<file path="src/rtl/ads8689_ram_reader_if.sv">
// ADS8689 reader bus: DPBRAM port B read channel plus the outgoing sample stream.
// master = reader block; slave = RAM port B and the downstream sample consumer.
// i_ram_dout arrives RAM_LATENCY cycles after o_ram_en; i_smp_ready throttles the stream.
`timescale 1ns/1ps
interface ads8689_ram_reader_if;
  logic [10:0] o_ram_addr;
  logic        o_ram_en;
  logic [31:0] i_ram_dout;
  logic [15:0] o_smp_data;
  logic        o_smp_valid;
  logic        i_smp_ready;
  logic        o_smp_last;
  logic        o_smp_half;

  modport master (
    output o_ram_addr, o_ram_en, o_smp_data, o_smp_valid, o_smp_last, o_smp_half,
    input  i_ram_dout, i_smp_ready
  );

  modport slave (
    input  o_ram_addr, o_ram_en, o_smp_data, o_smp_valid, o_smp_last, o_smp_half,
    output i_ram_dout, i_smp_ready
  );
endinterface

</file>
<file path="src/rtl/ads8689_ram_reader.sv">
// Reads each completed ping-pong half of the ADS8689 sample RAM, streams it, publishes the mean.
// Latency: first sample valid 2+RAM_LATENCY cycles after the half flag toggles; avg 1 cycle after last accept.
// Backpressure: i_smp_ready low freezes the stream in OUT; no further RAM reads until the sample is taken.
`timescale 1ns/1ps
module ads8689_ram_reader #(
  parameter int RAM_DEPTH   = 2048,
  parameter int RAM_LATENCY = 2
) (
  input  logic                 i_clk,
  input  logic                 i_rst,
  input  logic                 i_wr_ram_2_flag,
  ads8689_ram_reader_if.master bus,
  output logic [15:0]          o_avg_data,
  output logic                 o_avg_valid,
  output logic                 o_overrun,
  input  logic                 i_overrun_clr,
  output logic [2:0]           o_debug_state
);

  localparam int HALF  = RAM_DEPTH / 2;
  localparam int HW    = $clog2(HALF);
  localparam int SUM_W = 16 + HW;
  localparam int LW    = $clog2(RAM_LATENCY + 1);

  localparam logic [HW-1:0] IDX_LAST  = HW'(HALF - 1);
  localparam logic [LW-1:0] LAT_LAST  = LW'(RAM_LATENCY - 1);
  localparam logic [10:0]   HALF_ADDR = 11'(HALF);

  typedef enum logic [2:0] {
    S_IDLE = 3'd0,
    S_READ = 3'd1,
    S_WAIT = 3'd2,
    S_OUT  = 3'd3,
    S_AVG  = 3'd4,
    S_INIT = 3'd7
  } state_t;

  state_t                  state;
  logic                    flag_d;
  logic [HW-1:0]           idx;
  logic [LW-1:0]           lat_cnt;
  logic signed [SUM_W-1:0] sum;

  logic                    flag_edge;
  logic                    flag_rise;
  logic signed [SUM_W-1:0] smp_ext;
  logic                    unused_dout_lo;

  // Writer switching halves: rising = lower half finished, falling = upper half finished.
  assign flag_edge = i_wr_ram_2_flag ^ flag_d;
  assign flag_rise = i_wr_ram_2_flag & ~flag_d;

  // Sample sits in the upper 16 bits of the SPI word; the low bits carry no data.
  assign smp_ext        = {{HW{bus.i_ram_dout[31]}}, bus.i_ram_dout[31:16]};
  assign unused_dout_lo = ^bus.i_ram_dout[15:0];

  assign o_debug_state = state;

  // Reader FSM: edge detect, one RAM read per sample, stream handshake, block average, overrun flag.
  always_ff @(posedge i_clk or negedge i_rst) begin
    if (!i_rst) begin
      state           <= S_INIT;
      flag_d          <= 1'b0;
      idx             <= '0;
      lat_cnt         <= '0;
      sum             <= '0;
      bus.o_ram_addr  <= '0;
      bus.o_ram_en    <= 1'b0;
      bus.o_smp_data  <= '0;
      bus.o_smp_valid <= 1'b0;
      bus.o_smp_last  <= 1'b0;
      bus.o_smp_half  <= 1'b0;
      o_avg_data      <= '0;
      o_avg_valid     <= 1'b0;
      o_overrun       <= 1'b0;
    end else if (state == S_INIT) begin
      // Adopt whatever half the writer is in now so reset release is not seen as an edge.
      flag_d <= i_wr_ram_2_flag;
      state  <= S_IDLE;
    end else begin
      flag_d      <= i_wr_ram_2_flag;
      o_avg_valid <= 1'b0;

      // A half completing while busy is dropped; a simultaneous clear loses to the new event.
      if (flag_edge && state != S_IDLE) begin
        o_overrun <= 1'b1;
      end else if (i_overrun_clr) begin
        o_overrun <= 1'b0;
      end

      case (state)
        S_IDLE: begin
          if (flag_edge) begin
            bus.o_ram_addr <= flag_rise ? 11'd0 : HALF_ADDR;
            bus.o_smp_half <= ~flag_rise;
            sum            <= '0;
            idx            <= '0;
            bus.o_ram_en   <= 1'b1;
            state          <= S_READ;
          end
        end
        S_READ: begin
          bus.o_ram_en <= 1'b0;
          lat_cnt      <= '0;
          state        <= S_WAIT;
        end
        S_WAIT: begin
          if (lat_cnt == LAT_LAST) begin
            bus.o_smp_data  <= bus.i_ram_dout[31:16];
            sum             <= sum + smp_ext;
            bus.o_smp_valid <= 1'b1;
            bus.o_smp_last  <= (idx == IDX_LAST);
            state           <= S_OUT;
          end else begin
            lat_cnt <= lat_cnt + 1'b1;
          end
        end
        S_OUT: begin
          if (bus.i_smp_ready) begin
            bus.o_smp_valid <= 1'b0;
            bus.o_smp_last  <= 1'b0;
            if (idx == IDX_LAST) begin
              // Dropping the low HW bits of the two's-complement sum is a floor divide by HALF.
              o_avg_data  <= sum[HW +: 16];
              o_avg_valid <= 1'b1;
              state       <= S_AVG;
            end else begin
              bus.o_ram_addr <= bus.o_ram_addr + 11'd1;
              idx            <= idx + 1'b1;
              bus.o_ram_en   <= 1'b1;
              state          <= S_READ;
            end
          end
        end
        S_AVG: begin
          state <= S_IDLE;
        end
        default: begin
          state <= S_IDLE;
        end
      endcase
    end
  end

endmodule

</file>
<file path="src/flat_wrapper.sv">
// flat-port wrapper written by rule: the top's interface ports become plain ports
module ads8689_ram_reader_flat 
#(
  parameter int RAM_DEPTH   = 2048,
  parameter int RAM_LATENCY = 2
)
  (i_clk, i_rst, i_wr_ram_2_flag, o_avg_data, o_avg_valid, o_overrun, i_overrun_clr, o_debug_state, bus_o_ram_addr, bus_o_ram_en, bus_o_smp_data, bus_o_smp_valid, bus_o_smp_last, bus_o_smp_half, bus_i_ram_dout, bus_i_smp_ready);
  ads8689_ram_reader_if bus_i ();
  input  logic i_clk;
  input  logic i_rst;
  input  logic i_wr_ram_2_flag;
  output logic [15:0] o_avg_data;
  output logic o_avg_valid;
  output logic o_overrun;
  input  logic i_overrun_clr;
  output logic [2:0] o_debug_state;
  output wire logic [$bits(bus_i.o_ram_addr)-1:0] bus_o_ram_addr;
  output wire logic [$bits(bus_i.o_ram_en)-1:0] bus_o_ram_en;
  output wire logic [$bits(bus_i.o_smp_data)-1:0] bus_o_smp_data;
  output wire logic [$bits(bus_i.o_smp_valid)-1:0] bus_o_smp_valid;
  output wire logic [$bits(bus_i.o_smp_last)-1:0] bus_o_smp_last;
  output wire logic [$bits(bus_i.o_smp_half)-1:0] bus_o_smp_half;
  input wire logic [$bits(bus_i.i_ram_dout)-1:0] bus_i_ram_dout;
  input wire logic [$bits(bus_i.i_smp_ready)-1:0] bus_i_smp_ready;
  assign bus_o_ram_addr = bus_i.o_ram_addr;
  assign bus_o_ram_en = bus_i.o_ram_en;
  assign bus_o_smp_data = bus_i.o_smp_data;
  assign bus_o_smp_valid = bus_i.o_smp_valid;
  assign bus_o_smp_last = bus_i.o_smp_last;
  assign bus_o_smp_half = bus_i.o_smp_half;
  assign bus_i.i_ram_dout = bus_i_ram_dout;
  assign bus_i.i_smp_ready = bus_i_smp_ready;
  ads8689_ram_reader #(.RAM_DEPTH(RAM_DEPTH), .RAM_LATENCY(RAM_LATENCY)) u_core (.i_clk(i_clk), .i_rst(i_rst), .i_wr_ram_2_flag(i_wr_ram_2_flag), .bus(bus_i), .o_avg_data(o_avg_data), .o_avg_valid(o_avg_valid), .o_overrun(o_overrun), .i_overrun_clr(i_overrun_clr), .o_debug_state(o_debug_state));
endmodule
</file>
<file path="config.mk">
export PLATFORM = sky130hd
export DESIGN_NAME = ads8689_ram_reader_flat
export DESIGN_NICKNAME = d
export VERILOG_FILES = /design/src/rtl/ads8689_ram_reader_if.sv /design/src/rtl/ads8689_ram_reader.sv /design/src/flat_wrapper.sv
export SDC_FILE = /design/constraint.sdc
export NUM_CORES = 1
export LEC_CHECK = 0
export BUFFER_PORTS_ARGS = -buffer_cell sky130_fd_sc_hd__buf_2
export CAP_MARGIN = 5
export CORE_ASPECT_RATIO = 2
export CORE_MARGIN = 2
export CORE_UTILIZATION = 25
export CTS_CLUSTER_SIZE = 30
export DETAILED_ROUTE_END_ITERATION = 6
export GPL_TIMING_DRIVEN = 0
export PLACE_DENSITY = 0.5
export REMOVE_ABC_BUFFERS = 1
export SYNTH_ARGS = -nofsm -noshare
export SYNTH_HDL_FRONTEND = slang
export SYNTH_SLANG_ARGS = --single-unit
export TNS_END_PERCENT = 10
</file>
<file path="constraint.sdc">
create_clock -name i_clk -period 3.95 [get_ports i_clk]
set_input_delay 0.79 -clock i_clk [delete_from_list [all_inputs] [get_ports i_clk]]
set_output_delay 0.79 -clock i_clk [all_outputs]
set_load 0.05 [all_outputs]
</file>
==> qor.yml <==
gp_congestion: 0.7827
wl_per_cell_um: 15.28
worstMarginPinSlew_ps: 1091
grt_max_degree: 56
grt_first_pass_wirelength_mm: 22.12
initial_utilization_pct: 25.27
path_class: "flop to flop"
final_common_cell: "nand2_1"
die_h_um: 206.5
wirelength_mm: 13.45
clkTransAtPathRegs_ps: 60
n_antenna_cell: 0
clock_latency_ps: 350
nFillCells: 2187
power.density_nw_per_um2: 749.5
rows: 74
antenna_found_initial: 0
cp-start-kind: "flop"
r2r_slack_ps: 1120
ctsLongestPathBuffers: 2
cp.required_ps: 4210
coreArea_um2: 20280
status: "complete, no violations"
ctsRootBufferMaster: "clkbuf_16"
finalHoldViolations: 0
skew_ps: 8.485
routed_via_density: 4.723
maxCapViolations: 0
min_period_ps: 2829
post-route-util_pct: 30.20
leakagePower_nw: 3.022
rsz0062_at_grt: "false"
numPortBuffers: 72
avgSynthCellArea_um2: 9.438
post-cts-setup-buffer-count: 0
slew_viol_final: 0
htreeDepth: 3
setup_viol: 0
hp-class: "primary input to async pin"
cts-resized-gates: 0
synth_edf_count: 0
die-area_um2: 21730
min_period_over_period_pct: 71.63
nets: 677
vias: 4156
ys_seq_elements: 91
io_pins: 89
cp-end-kind: "flop"
die_w_um: 105.2
synthArstFlopShare_pct: 100.0
gr-total-overflow: 0
tns_ps: 0
dp.cells: 864
cts_tree: "built"
ys_seq_area_share_pct: 44.51
synth_area_um2: 5125
drc: 0
cts_hold_buffers: 0
ant_nets: 0
irDropWorstVdd_mv: 0.3475
crit_arrival_ps: 3090
grt_pass1_vias: 4379
grt_use_total_pct: 12.88
layout_common_cells: "96 x nand2_1, 88 x dfrtp_1, 71 x buf_2, 41 x o21ai_0"
yosys_warnings: 0
ys_types: 60
area_delta_synth_final_pct: 19.48
ys.flop_type: "dfrtp_1"
stdcell_count: 880
synthCells: 543
cts_sinks: 91
dp_hpwl_mm: 9.776
drtPass1Iterations: 4
drive_gt1_share_pct: 20.68
max-slew-margin-rel_pct: 27.03
drt_iter0_markers: 112
cts_buffers: 9
fmax_mhz: 353.4
critPathMaxFanout: 22
## logic make-up after synthesis
group | Yosys count | share of synthesized area (%)
AO/OA/AOI/OAI | 136 | 17.82
XOR/XNOR | 32 | 5.469
adder cells (fa/ha/maj) | 30 | 7.471
buffers and inverters | 32 | 2.466
flip-flops | 91 | 44.51
multiplexers | 18 | 3.906
AND/OR/NAND/NOR | 204 | 18.36
## final cells by class
class	instances	area, um2	area share (%)
timing repair buffer	75	421.7	6.886
clock inverter	5	77.57	1.267
tap	266	332.8	5.435
multi-input combinational	420	2723	44.46
inverter	13	48.80	0.7969
sequential	91	2281	37.25
clock buffer	10	239.0	3.903
## stage by stage
step | hold slack, ps | setup WS [ps] | power, mW | area, um2
after floorplan | 439.4 | 1246 | 3.092 | 5047
after global placement | 452.5 | 249.8 | 3.651 | 5741
after detailed placement | 457.5 | 283.4 | 3.686 | 5796
after CTS | 421.2 | 643.2 | 4.673 | 6112
after global routing | 453.6 | 876.2 | 4.962 | 6123
final | 423.3 | 1121 | 4.589 | 6123
## layer usage
metal	share of wire (%)	global-route usage, %	routed length (um)
met1	40	13.70	5446
met2	53	23.50	7064
met3	3.4	2.775	457
met4	3.6	6.762	480
met5	0	0	0
## registers in the layout (all words and copies together) (netlist names)
signal                  cells
u_core.flag_d               1
u_core.o_overrun            1
u_core.o_avg_valid          1
u_core.lat_cnt              2
u_core.bus.o_smp_half       1
u_core.idx                 10
u_core.bus.o_ram_addr      11
u_core.sum                 26
u_core.bus.o_smp_data      16
u_core.bus.o_smp_last       1
u_core.o_avg_data          16
u_core.bus.o_ram_en         1
u_core.o_debug_state        3
u_core.bus.o_smp_valid      1
## synthesized netlist by cell type, types with 3 or more instances
| cell | instances | area share [%] |
|---|---|---|
| a211oi_1 | 3 | 0.44 |
| a21o_1 | 13 | 1.9 |
| a21oi_1 | 28 | 2.7 |
| a21oi_2 | 5 | 0.85 |
| a22o_1 | 3 | 0.51 |
| and3_1 | 10 | 1.2 |
| clkbuf_1 | 16 | 1.2 |
| dfrtp_1 | 88 | 43 |
| dfstp_2 | 3 | 1.5 |
| ha_1 | 29 | 7.1 |
| inv_1 | 12 | 0.88 |
| mux2_2 | 16 | 3.5 |
| nand2_1 | 96 | 7.0 |
| nand3_1 | 30 | 2.9 |
| nand4_1 | 11 | 1.3 |
| nor2_1 | 26 | 1.9 |
| nor3_1 | 6 | 0.59 |
| o21a_1 | 6 | 0.88 |
| o21ai_0 | 41 | 4.0 |
| o21ai_1 | 6 | 0.59 |
| o31ai_1 | 3 | 0.44 |
| or3_1 | 12 | 1.5 |
| xnor2_1 | 9 | 1.5 |
| xor2_1 | 23 | 3.9 |
## critical path: stages, from the launching register on
cell	delay (ps)
dfstp_2	620
clkinv_1	290
and3_1	600
nor2_1	990
nand2_1	120
o21ai_1	120
## power breakdown
| part | internal, mW | total [mW] | leakage, nW | switching [mW] |
|---|---|---|---|---|
| Sequential | 1.21 | 1.43 | 1.18 | 0.222 |
| Combinational | 0.741 | 2.21 | 1.69 | 1.47 |
| Clock | 0.567 | 0.948 | 0.154 | 0.382 |
| Total | 2.52 | 4.59 | 3.02 | 2.07 |
## final timing paths
path	start	cells past startpoint	to
min	i_rst	1	u_core.bus.o_smp_data[13]
min in group i_clk	u_core.bus.o_smp_data[4]	2	u_core.bus.o_smp_data[4]
min reg2reg	u_core.bus.o_smp_data[4]	2	u_core.bus.o_smp_data[4]
max	u_core.o_debug_state[2]	5	u_core.sum[21]
max reg2reg	u_core.o_debug_state[2]	5	u_core.sum[21]
max in group asynchronous	i_rst	2	u_core.o_debug_state[0]
Note: power is estimated with default switching activity, not from simulation.
